$ cat src/rtl/filter_sched_pkg.sv
// filter_sched shared types and constants.
// Tag width is sized for the largest supported channel count.
package filter_sched_pkg;

  localparam int TAPS    = 5;
  localparam int HIST    = TAPS - 1;
  localparam int DEF_DW  = 8;
  localparam int DEF_NCH = 4;
  localparam int CHW_MAX = 4;

  typedef struct packed {
    logic               valid;
    logic [CHW_MAX-1:0] ch;
  } tag_t;

endpackage

$ cat src/rtl/filter_sched_if.sv
// Sample-request and tagged-result bundle for filter_sched.
// master = stream source/sink side, slave = scheduler.
interface filter_sched_if #(
  parameter int NCH = 4,
  parameter int DW  = 8,
  parameter int CHW = $clog2(NCH)
);

  logic [NCH-1:0]    in_valid;
  logic [NCH*DW-1:0] in_data;
  logic [NCH-1:0]    in_ready;
  logic              out_valid;
  logic [DW-1:0]     out_data;
  logic [CHW-1:0]    out_ch;

  modport master (
    output in_valid, in_data,
    input  in_ready, out_valid, out_data, out_ch
  );

  modport slave (
    input  in_valid, in_data,
    output in_ready, out_valid, out_data, out_ch
  );

endinterface

$ cat src/rtl/rr_arbiter.sv
// Rotating-priority arbiter: first requester at or after ptr wins.
// Purely combinational; caller owns the pointer register.
module rr_arbiter #(
  parameter int NCH = 4,
  parameter int CHW = $clog2(NCH)
) (
  input  logic [NCH-1:0] req,
  input  logic [CHW-1:0] ptr,
  output logic [NCH-1:0] gnt,
  output logic [CHW-1:0] gnt_idx,
  output logic           any
);

  logic [CHW:0]   pos;
  logic [CHW-1:0] idx;

  always_comb begin
    gnt     = '0;
    gnt_idx = '0;
    any     = 1'b0;
    pos     = '0;
    idx     = '0;
    for (int i = 0; i < NCH; i++) begin
      pos = {1'b0, ptr} + (CHW+1)'(i);
      if (pos >= (CHW+1)'(NCH))
        pos = pos - (CHW+1)'(NCH);
      idx = pos[CHW-1:0];
      if (!any && req[idx]) begin
        any      = 1'b1;
        gnt[idx] = 1'b1;
        gnt_idx  = idx;
      end
    end
  end

endmodule

$ cat src/rtl/filter_sched.sv
// Time-shares one 5-tap filter across NCH sample streams,
// keeping per-channel history and tagging results by channel.
module filter_sched
  import filter_sched_pkg::*;
#(
  parameter int NCH      = DEF_NCH,
  parameter int DW       = DEF_DW,
  parameter int FILT_LAT = 1
) (
  input  logic          clk,
  input  logic          rst,
  input  logic          clear,
  filter_sched_if.slave bus,
  output logic [DW-1:0] distortedInputm4,
  output logic [DW-1:0] distortedInputm3,
  output logic [DW-1:0] distortedInputm2,
  output logic [DW-1:0] distortedInputm1,
  output logic [DW-1:0] distortedInput,
  input  logic [DW-1:0] filteredOutput
);

  localparam int CHW = $clog2(NCH);

  logic [CHW-1:0] ptr;
  logic [CHW-1:0] gntIdx;
  logic [CHW-1:0] nextPtr;
  logic [NCH-1:0] gnt;
  logic           any;
  logic           accept;
  logic [DW-1:0]  sample;

  // hist[c][HIST-1] is the newest sample (m1), hist[c][0] the oldest (m4)
  logic [DW-1:0] hist [NCH][HIST];

  tag_t tagIn;
  tag_t tagPipe [FILT_LAT+1];
  tag_t tail;
  logic unusedTagBits;

  logic           outValid;
  logic [DW-1:0]  outData;
  logic [CHW-1:0] outCh;

  rr_arbiter #(.NCH(NCH), .CHW(CHW)) uArb (
    .req     (bus.in_valid),
    .ptr     (ptr),
    .gnt     (gnt),
    .gnt_idx (gntIdx),
    .any     (any)
  );

  assign bus.in_ready = (rst || clear) ? '0 : gnt;
  assign accept       = any && !clear;
  assign sample       = bus.in_data[gntIdx*DW +: DW];
  assign nextPtr      = (gntIdx == CHW'(NCH-1)) ? '0
                      : gntIdx + CHW'(1);

  always_ff @(posedge clk or posedge rst) begin
    if (rst) begin
      ptr              <= '0;
      distortedInputm4 <= '0;
      distortedInputm3 <= '0;
      distortedInputm2 <= '0;
      distortedInputm1 <= '0;
      distortedInput   <= '0;
      for (int c = 0; c < NCH; c++)
        for (int k = 0; k < HIST; k++)
          hist[c][k] <= '0;
    end else if (clear) begin
      ptr <= '0;
      for (int c = 0; c < NCH; c++)
        for (int k = 0; k < HIST; k++)
          hist[c][k] <= '0;
    end else if (accept) begin
      ptr              <= nextPtr;
      distortedInputm4 <= hist[gntIdx][0];
      distortedInputm3 <= hist[gntIdx][1];
      distortedInputm2 <= hist[gntIdx][2];
      distortedInputm1 <= hist[gntIdx][3];
      distortedInput   <= sample;
      for (int k = 0; k < HIST-1; k++)
        hist[gntIdx][k] <= hist[gntIdx][k+1];
      hist[gntIdx][HIST-1] <= sample;
    end
  end

  always_comb begin
    tagIn             = '0;
    tagIn.valid       = accept;
    tagIn.ch[CHW-1:0] = gntIdx;
  end

  // Tag rides alongside the filter so it lines up with its result
  always_ff @(posedge clk or posedge rst) begin
    if (rst) begin
      for (int i = 0; i <= FILT_LAT; i++)
        tagPipe[i] <= '0;
    end else begin
      tagPipe[0] <= tagIn;
      for (int i = 1; i <= FILT_LAT; i++)
        tagPipe[i] <= tagPipe[i-1];
    end
  end

  assign tail          = tagPipe[FILT_LAT];
  assign unusedTagBits = ^tail.ch;

  always_ff @(posedge clk or posedge rst) begin
    if (rst) begin
      outValid <= 1'b0;
      outData  <= '0;
      outCh    <= '0;
    end else begin
      outValid <= tail.valid;
      outData  <= filteredOutput;
      outCh    <= tail.ch[CHW-1:0];
    end
  end

  assign bus.out_valid = outValid;
  assign bus.out_data  = outData;
  assign bus.out_ch    = outCh;

endmodule

$ cat src/flat_wrapper.sv
// flat-port wrapper written by rule: the top's interface ports become plain ports
module filter_sched_flat import filter_sched_pkg::*;
#(
  parameter int NCH      = DEF_NCH,
  parameter int DW       = DEF_DW,
  parameter int FILT_LAT = 1
)
  (clk, rst, clear, distortedInputm4, distortedInputm3, distortedInputm2, distortedInputm1, distortedInput, filteredOutput, bus_in_valid, bus_in_data, bus_in_ready, bus_out_valid, bus_out_data, bus_out_ch);
  filter_sched_if #(.NCH(NCH), .DW(DW)) bus_i ();
  input  logic clk;
  input  logic rst;
  input  logic clear;
  output logic [DW-1:0] distortedInputm4;
  output logic [DW-1:0] distortedInputm3;
  output logic [DW-1:0] distortedInputm2;
  output logic [DW-1:0] distortedInputm1;
  output logic [DW-1:0] distortedInput;
  input  logic [DW-1:0] filteredOutput;
  input wire logic [$bits(bus_i.in_valid)-1:0] bus_in_valid;
  input wire logic [$bits(bus_i.in_data)-1:0] bus_in_data;
  output wire logic [$bits(bus_i.in_ready)-1:0] bus_in_ready;
  output wire logic [$bits(bus_i.out_valid)-1:0] bus_out_valid;
  output wire logic [$bits(bus_i.out_data)-1:0] bus_out_data;
  output wire logic [$bits(bus_i.out_ch)-1:0] bus_out_ch;
  assign bus_i.in_valid = bus_in_valid;
  assign bus_i.in_data = bus_in_data;
  assign bus_in_ready = bus_i.in_ready;
  assign bus_out_valid = bus_i.out_valid;
  assign bus_out_data = bus_i.out_data;
  assign bus_out_ch = bus_i.out_ch;
  filter_sched #(.NCH(NCH), .DW(DW), .FILT_LAT(FILT_LAT)) u_core (.clk(clk), .rst(rst), .clear(clear), .bus(bus_i), .distortedInputm4(distortedInputm4), .distortedInputm3(distortedInputm3), .distortedInputm2(distortedInputm2), .distortedInputm1(distortedInputm1), .distortedInput(distortedInput), .filteredOutput(filteredOutput));
endmodule
$ cat config.mk
export PLATFORM = sky130hd
export DESIGN_NAME = filter_sched_flat
export DESIGN_NICKNAME = d
export VERILOG_FILES = /design/src/rtl/filter_sched_pkg.sv /design/src/rtl/filter_sched_if.sv /design/src/rtl/rr_arbiter.sv /design/src/rtl/filter_sched.sv /design/src/flat_wrapper.sv
export SDC_FILE = /design/constraint.sdc
export NUM_CORES = 1
export LEC_CHECK = 0
export ABC_CLOCK_PERIOD_IN_PS = 12700
export CORE_ASPECT_RATIO = 1.5
export CORE_MARGIN = 4
export CORE_UTILIZATION = 35
export CTS_BUF_LIST = sky130_fd_sc_hd__clkbuf_8
export DETAILED_ROUTE_END_ITERATION = 10
export PLACE_DENSITY_LB_ADDON = 0.1
export REMOVE_ABC_BUFFERS = 1
export SLEW_MARGIN = 20
export SYNTH_ARGS = -nofsm -noshare
export SYNTH_HDL_FRONTEND = slang
export SYNTH_SLANG_ARGS = --single-unit
$ cat constraint.sdc
create_clock -name clk -period 12.7 [get_ports clk]
set_input_delay 1.905 -clock clk [delete_from_list [all_inputs] [get_ports clk]]
set_output_delay 1.905 -clock clk [all_outputs]
set_load 0.05 [all_outputs]
; After elaboration in Yosys (flattened, before gate mapping)
; Index checks and enable logic that the tools add are counted.
[word_totals]
output_inout_bits = 55
input_bits = 47
ff_bits = 187
[op_classes]
n_eq_ne = 1
mux = 53
order_cmp = 14
n_bitwise = 5
n_shift = 1
n_reduce_logical = 16
n_addsub = 8
[op_table]
columns = operator, n
row1 = $bwmux W128, 4
row2 = $demux W32 S2, 4
row3 = $mux W128, 2
row4 = $mux W32, 3
row5 = $bmux W32 S2, 1
row6 = $shiftx A32 B6 Y8, 1
row7 = $mux W24, 1
row8 = $mux W2, 11
row9 = $mux W4, 5
row10 = $mux W16, 1
row11 = $ge A3 B3 Y1 const B, 4
row12 = $lt A2 B3 Y1 const B, 4
row13 = $mux W1, 12
row14 = $or A4 B4 Y4, 3
row15 = $logic_and A1 B1 Y1, 9
row16 = $bmux W1 S2, 4
row17 = $demux W1 S2, 4
row18 = $ge A2 B1 Y1 const B, 4
row19 = $mux W8, 1
row20 = $sub A2 B1 Y2 const B, 4
row21 = $add A2 B2 Y3 const B, 2
row22 = $logic_not A1 Y1, 4
row23 = $add A2 B1 Y3 const B, 1
row24 = $ge A2 B3 Y1 const B, 1
row25 = 8 further kinds, 8

; Depth between registers and ports, before layout
; Gate-level depths: netlist (run 1).
[depth]
depth_word = 25
depth_mapped = 15
mapped_depth_nobuf = 11

; Modules after synthesis
; From an unflattened synthesis (run 1), not the netlist that was laid out.
[hier_totals]
cells_unflattened = 747
area_unflattened_um2 = 8922.3
[by_module_without_submodules]
columns = mod, cells_per_inst, area_each_um2, n_inst
row1 = filter_sched, 702, 8500.7, 1
row2 = rr_arbiter, 45, 421.7, 1

; Worst setup path after synthesis (run 1)
; OpenSTA, ideal clock, no wires.
[synth_timing]
path_type = in2out
startpoint = input bus_in_valid[1]
endpoint = output bus_in_ready[0]
required_ns = 10.795
setup_slack_ns = 6.844
t_arrival_ns = 3.951
cell_stages = 6
n_path_buf = 1
cell_sequence = clkbuf_1 > mux4_2 > nor2b_1 > a22oi_1 > or2_2 > a21oi_1
[synth_via]
elab_chain_cells = 13
elab_cells_between_ends = 25
[synth_rtl]
columns = element, line
row1 = from (decl), flat_wrapper.sv:19  ; input wire logic [$bits(bus_i.in_valid)-1:0] bus_in_valid;
row2 = $bmux W1 S2, rr_arbiter.sv:28  ; if (!any && req[idx]) begin
row3 = $mux W1 (not written as such), rr_arbiter.sv:28
row4 = $mux W1, rr_arbiter.sv:28
row5 = $logic_not A1 Y1, rr_arbiter.sv:28
row6 = $logic_and A1 B1 Y1, rr_arbiter.sv:28
row7 = $mux W1, rr_arbiter.sv:28
row8 = $logic_not A1 Y1, rr_arbiter.sv:28
row9 = $logic_and A1 B1 Y1, rr_arbiter.sv:28
row10 = $mux W1, rr_arbiter.sv:28
row11 = $logic_not A1 Y1, rr_arbiter.sv:28
row12 = $logic_and A1 B1 Y1, rr_arbiter.sv:28
row13 = $mux W4 (*), rr_arbiter.sv:28
row14 = $mux W4 (*), filter_sched.sv:52  ; assign bus.in_ready = (rst || clear) ? '0 : gnt;
row15 = to (decl), flat_wrapper.sv:21  ; output wire logic [$bits(bus_i.in_ready)-1:0] bus_in_ready;
; Mark *: on every way between the ends. The rest lies on a longest branch, timed or not. The select of a mux whose other input is x is not followed.

; Worst setup path after layout (run 1)
[layout_timing]
startpoint = input bus_in_valid[1]
endpoint = output bus_in_ready[3]
; The elaborated chain is that of the path after synthesis.

==> results.md, run 1 <==
* Finish-stage setup viols at 0
* Total of warnings raised by yosys at 0
* Global-route wire length before repair at 43.8 mm
* Post-synthesis cell area at between 8000 and 9000 um2
* Sequential power share at 34.8%
* FF+latch count, synth at 187
* Leading area contributor after synthesis: dfrtp_1
* Hold crit path type: reg -> reg
* Number of hold violations in the final report at 0
* Initial antenna violation count at 0
* Most frequent CP cell: clkdlybuf4s50_1
* CP Capture Type: output port
* Startpoint Class: input port
* Worst Hold End: u_core.bus.out_valid$_DFF_PP0_
* Post-synth top area share at 52.4%
* Cells after Synth at 768
* Fin Setup TNS at 0 ps
* RSZ-0062 raised after global routing: no
* Root Driver: clkbuf_8
* DRC violations left at 0
* Power Internal at ~0.0013 W
* Cts repair resizes at 0
* CP cell instances: clkdlybuf4s50_1 > mux4_2 > nor2b_1 > a22oi_1 > or2_2 > a21oi_1 > clkdlybuf4s50_1
* Final #Nets at 899
* Drt first pass iters at 5
* Vias in the first global route at 7591
* Hold path start: u_core.tagPipe[4]$_DFF_PP0_
* Sw Share at 45.1%
* Clock Path Buffers at 2
* WP data required at 10800 ps
* GRT Total Usage at 19.5%
* Slew @ Worst Pin at between 1000 and 1500 ps
* Routed Antenna Nets at 0
* Worst Skew at 9.63 ps
* Worst reg2reg endpoint: u_core.hist[56]$_DFFE_PP0P_
* Worst Path Max Fanout at 13
* Final core occ at 42.1%
* Static leakage at 4.34 nW
* Starting density of the core at 35.5%
* Gr ovfl total at 0
* P_sw at about 0.001 W
* Die Wd at 138 um
* Fmax at approximately 150 MHz
* Clock slew at reported path FFs at 90 ps
* DRT iter0 DRCs at 626
* Reg-to-reg setup timing slack at 7560 ps
* Placed cells at 1149
* Relative slew slack at 30.3%
* Clock Sinks at 187
* Logic gate share of total power at 48.3%
* Clk_lat worst skew at roughly 470 ps
* Synthesized area per cell at 11.6 um2
* Die Footprint at 28200 um2
* Non-filler cells, final at 1181
* Status: finished clean
* Power Density at about 220 nW/um2
* Boundary Pins at between 100 and 150
* Gpl congestion at 0.751
* Crit Reg-Reg Startpoint: u_core.ptr[0]$_DFFE_PP0P_
* Total number of vias at 7062
* Highest-delay cell along the critical path: clkdlybuf4s50_1
* Layout area overhead at 18.4%
* CP arrival at 4830 ps
* Post-CTS setup buffers at 0
* Hold_buf cts at 0
* Die height at 204 um
* Area contributors post-synth: dfrtp_1 (52%), o221ai_1 (16%), nand2_1 (6.9%)
* R2R depth at 10
* Commonest cells after routing, fill and taps aside: dfrtp_1 (187), nand2_1 (164), o221ai_1 (161), clkdlybuf4s50_1 (101), mux2i_1 (45)
* Final worst-path cycle share at 53.0%
* Core area at 25100 um2
* Final HPWL from detailed placement at about 15 mm
* Via density at 5.98
* Pins Over Slew Limit at 0
* Ant diodes at 0
* Crit path kind: in -> out
* Fillers at 2388
* Library cells used by synthesis at 39
* Wire length per cell at roughly 23 um
* Most common cell after layout, fill and taps aside: dfrtp_1
* Largest stage delay, worst path at roughly 830 ps
* Clock power frac at 16.9%
* CTS tree: built
* Worst Hold Path Cells at 0
* H-tree depth at 4
* # rows at 71
* Share of layout cells above drive strength 1 at 13.2%
* Buffers on Ports at 101
* Final Routed Wirelength at 27.3 mm
* Final min period at 6730 ps
* Largest net degree at the start of global routing at about 110
* Seq/Total Area, Yosys at a little over half
* Peak VDD IR at 0.000146 V
* Inserted Clock Buffers at 17
* Max-cap viol count at 0
-- synthesized netlist by cell type --
| master | instances |
|---|---|
| dfrtp_1 | 187 |
| nand2_1 | 164 |
| o221ai_1 | 161 |
| mux2i_1 | 45 |
| buf_2 | 41 |
| mux2i_2 | 34 |
| clkbuf_1 | 18 |
| nor2_1 | 13 |
| a21oi_1 | 12 |
| ha_1 | 11 |
| a22oi_1 | 8 |
| inv_1 | 8 |
| a221oi_1 | 7 |
| nand3_1 | 7 |
| buf_6 | 6 |
| mux2i_4 | 6 |
| or2_2 | 5 |
| and2_1 | 4 |
| o21ai_4 | 4 |
| mux2_2 | 3 |
| mux4_2 | 3 |
| nand2b_1 | 2 |
| o211ai_1 | 2 |
| or3_1 | 2 |
| a2111o_1 | 1 |
| a221o_1 | 1 |
| a32o_2 | 1 |
| a32oi_2 | 1 |
| and3_1 | 1 |
| mux2_1 | 1 |
| nand3b_1 | 1 |
| nor2b_1 | 1 |
| nor3_2 | 1 |
| o21ai_2 | 1 |
| o22ai_1 | 1 |
| o32a_1 | 1 |
| or3b_1 | 1 |
| or3b_2 | 1 |
| or4_1 | 1 |
-- power groups by stage --
| stage | combinational, W | sequential [W] | clock, W |
|---|---|---|---|
| 5_1_grt | 0.00117 | 0.000808 | 0.000420 |
| 2_1_floorplan | 0.000620 | 0.000961 | 0 |
| 3_3_place_gp | 0.00108 | 0.000800 | 0 |
| 3_5_place_dp | 0.00110 | 0.000807 | 0 |
| 4_1_cts | 0.00111 | 0.000795 | 0.000397 |
| 6_report | 0.00110 | 0.000794 | 0.000386 |
-- final cells by class --
cell class                      count  area [um2]  share of cell area (%)
Timing Repair Buffer              119        1160                    11.0
Inverter                            8        37.5                   0.355
Sequential cell                   187        4680                    44.2
Tap cell                          328         410                    3.88
Clock buffer                       22         303                    2.86
Multi-Input combinational cell    508        3920                    37.0
Clock inverter                      9        72.6                   0.686
-- cells by family (layout without fill, tap and decap cells) --
family,after synthesis,in the layout,synth area share (%)
simple gates,204,204,9.35
flops,187,187,52.4
buf+inv,73,158,4.15
fa+ha+maj,11,11,1.54
compound gates,201,201,19.5
mux,92,92,13.1
-- state kept, by name, summed over array words and instances, names as in the netlist --
signal,count
u_core.hist,128
u_core.bus.out_ch,2
u_core.bus.out_data,8
u_core.tagPipe,6
u_core.distortedInput,8
u_core.bus.out_valid,1
u_core.distortedInputm3,8
u_core.distortedInputm2,8
u_core.distortedInputm1,8
u_core.ptr,2
u_core.distortedInputm4,8
-- stage by stage --
stage	area (um2)	total power [W]	hold WS (ps)	worst slack [ps]
after floorplan	8590	0.00158	331	3900
after global placement	10200	0.00188	335	6150
after detailed placement	10200	0.00191	340	6010
after CTS	10600	0.00230	360	5990
after global routing	10600	0.00240	371	5830
final	10600	0.00228	356	5970
-- per-layer routing --
layer,up-vias,wire (um),global-route usage [%]
li1,3087,-,-
met2,263,13900,33.1
met5,-,0,0
met1,3680,11300,25.3
met4,0,490,5.90
met3,32,1650,4.13
-- worst max-delay path: cells and delay by family --
kind                   cells  cell delay (ps)
muxes                      1              630
and+or+nand+nor            2              570
AOI/OAI and AO/OA          2              270
buffers and inverters      2             1460
-- worst max path at each step --
stage | start | to | slack [ps]
floorplan | bus_in_valid[3] | u_core.hist[100]$_DFFE_PP0P_ | 3900
global placement | bus_in_valid[1] | bus_in_ready[0] | 6150
detailed placement | bus_in_valid[1] | bus_in_ready[3] | 6010
CTS | bus_in_valid[1] | bus_in_ready[3] | 5990
global route | bus_in_valid[1] | bus_in_ready[3] | 5830
finish | bus_in_valid[1] | bus_in_ready[3] | 5970
No activity file was read; power rests on OpenSTA's default activity.
==> inputs of run 2 (changes only) <==
- ABC_CLOCK_PERIOD_IN_PS: 12700 -> 6200
- clock period: 12.7 -> 6.2 ns (I/O delays scaled with it)
==> results.md, run 2 (synthesis gave the netlist of run 1 again) <==
* Status: finished clean
* Final worst-path cycle share at ~86%
* Relative slew slack at 30.2%
* CP Capture Type: output port
* Drt first pass iters at 5
* Vias in the first global route at 7393
* Die Footprint at 28200 um2
* Max reg flops at 128
* Ant diodes at 0
* RSZ-0062 raised after global routing: no
* Gpl congestion at roughly 0.75
* CP cell instances: inv_1 > ha_1 > mux4_2 > nor2b_1 > a22oi_1 > or2_2 > a21oi_1 > clkdlybuf4s50_1
* Post-CTS setup buffers at 0
* Clock Sinks at 187
* Pins Over Slew Limit at 0
* Final core occ at 42.2%
* Fillers at between 2000 and 2500
* Biggest register: u_core.hist
* Worst Path Max Fanout at 15
* WP data required at 5270 ps
* # rows at 71
* Max-cap viol count at 0
* Die Wd at 138 um
* Hold_buf cts at 0
* Commonest cells after routing, fill and taps aside: dfrtp_1 (187), nand2_1 (164), o221ai_1 (161), clkdlybuf4s50_1 (101), mux2i_1 (45)
* Core area at 25100 um2
* Most common cell after layout, fill and taps aside: dfrtp_1
* Starting density of the core at a little over a third
* Startpoint Class: flop
* Cts repair resizes at 0
* Hold_ws at 355 ps
* Slew @ Worst Pin at around 1000 ps
* Via density at 5.98
* DRT iter0 DRCs at 600
* Total number of vias at 7080
* Wire length per cell at 22.7 um
* Initial antenna violation count at 0
* Clk_lat worst skew at 470 ps
* Inserted Clock Buffers at 17
* Largest stage delay, worst path at between 800 and 900 ps
* Largest net degree at the start of global routing at 149
* Power Density at 442 nW/um2
* Clock slew at reported path FFs at ~90 ps
* Static leakage at around 4.3 nW
* Crit path kind: reg -> out
* Finish-stage setup viols at 0
* Final min period at 5340 ps
* Peak VDD IR at approximately 0.00021 V
* Final Routed Wirelength at around 27 mm
* Highest-delay cell along the critical path: clkdlybuf4s50_1
* Boundary Pins at 102
* Reg-to-reg setup timing slack at about 1200 ps
* Fin Setup TNS at 0 ps
* Root Driver: clkbuf_8
* H-tree depth at 4
* Final HPWL from detailed placement at 15.3 mm
* GRT Total Usage at 19.1%
* Clock Path Buffers at 2
* Worst Skew at 12.6 ps
* Non-filler cells, final at 1183
* Layout area overhead at 18.8%
* Fmax at 187 MHz
* CTS tree: built
* Die height at 204 um
* Worst path bufs/invs at 2
* Hold crit path type: reg -> reg
* Share of layout cells above drive strength 1 at 13.7%
* Number of hold violations in the final report at 0
* Gr ovfl total at 0
* Critical path's top delay family: buffers and inverters
* DRC violations left at 0
* Routed Antenna Nets at 0
* Placed cells at around 1200
* CP arrival at 4410 ps
* Final #Nets at 900
* Global-route wire length before repair at approximately 43 mm
* Buffers on Ports at 101
==> run 2: power breakdown <==
group | internal [W] | switching [W] | total (W)
clock | 0.000329 | 0.000458 | 0.000788
combinational | 0.000770 | 0.00151 | 0.00228
sequential | 0.00146 | 0.000162 | 0.00162
total | 0.00256 | 0.00213 | 0.00469
==> run 2: per-layer routing <==
| layer | GRT usage [%] | wire length (um) | vias up |
|---|---|---|---|
| li1 | - | - | 3088 |
| met1 | 24.2 | 10900 | 3633 |
| met2 | 32.5 | 13600 | 297 |
| met3 | 3.28 | 1580 | 62 |
| met4 | 7.70 | 777 | 0 |
| met5 | 0 | 0 | - |
==> run 2: worst paths after layout <==
check                                             from                              to  cells after the start
max in group asynchronous                          rst      u_core.hist[8]$_DFFE_PP0P_                      3
min reg2reg                u_core.tagPipe[0]$_DFF_PP0_  u_core.bus.out_ch[0]$_DFF_PP0_                      0
max reg2reg                  u_core.ptr[0]$_DFFE_PP0P_     u_core.hist[76]$_DFFE_PP0P_                     12
max                          u_core.ptr[0]$_DFFE_PP0P_                 bus_in_ready[0]                      8
min in group asynchronous                          rst     u_core.hist[95]$_DFFE_PP0P_                      2
min                        u_core.tagPipe[0]$_DFF_PP0_  u_core.bus.out_ch[0]$_DFF_PP0_                      0
==> run 2: final cells by class <==
type / instances / area (um2) / area share [%]
clock buffer: 18 / 248 / 2.33
clock inverter: 14 / 123 / 1.15
inverter: 8 / 42.5 / 0.401
multi-input combinational: 508 / 3920 / 36.9
sequential: 187 / 4680 / 44.1
tap: 328 / 410 / 3.86
timing repair buffer: 120 / 1200 / 11.3
==> run 2: metrics by stage <==
stage               total power [W]  worst slack (ps)  area [um2]
floorplan                   0.00324             -1970        8590
global route                0.00492               562       10600
global placement            0.00385              1280       10200
detailed placement          0.00392              1130       10200
CTS                         0.00472               807       10600
finish                      0.00469               858       10600
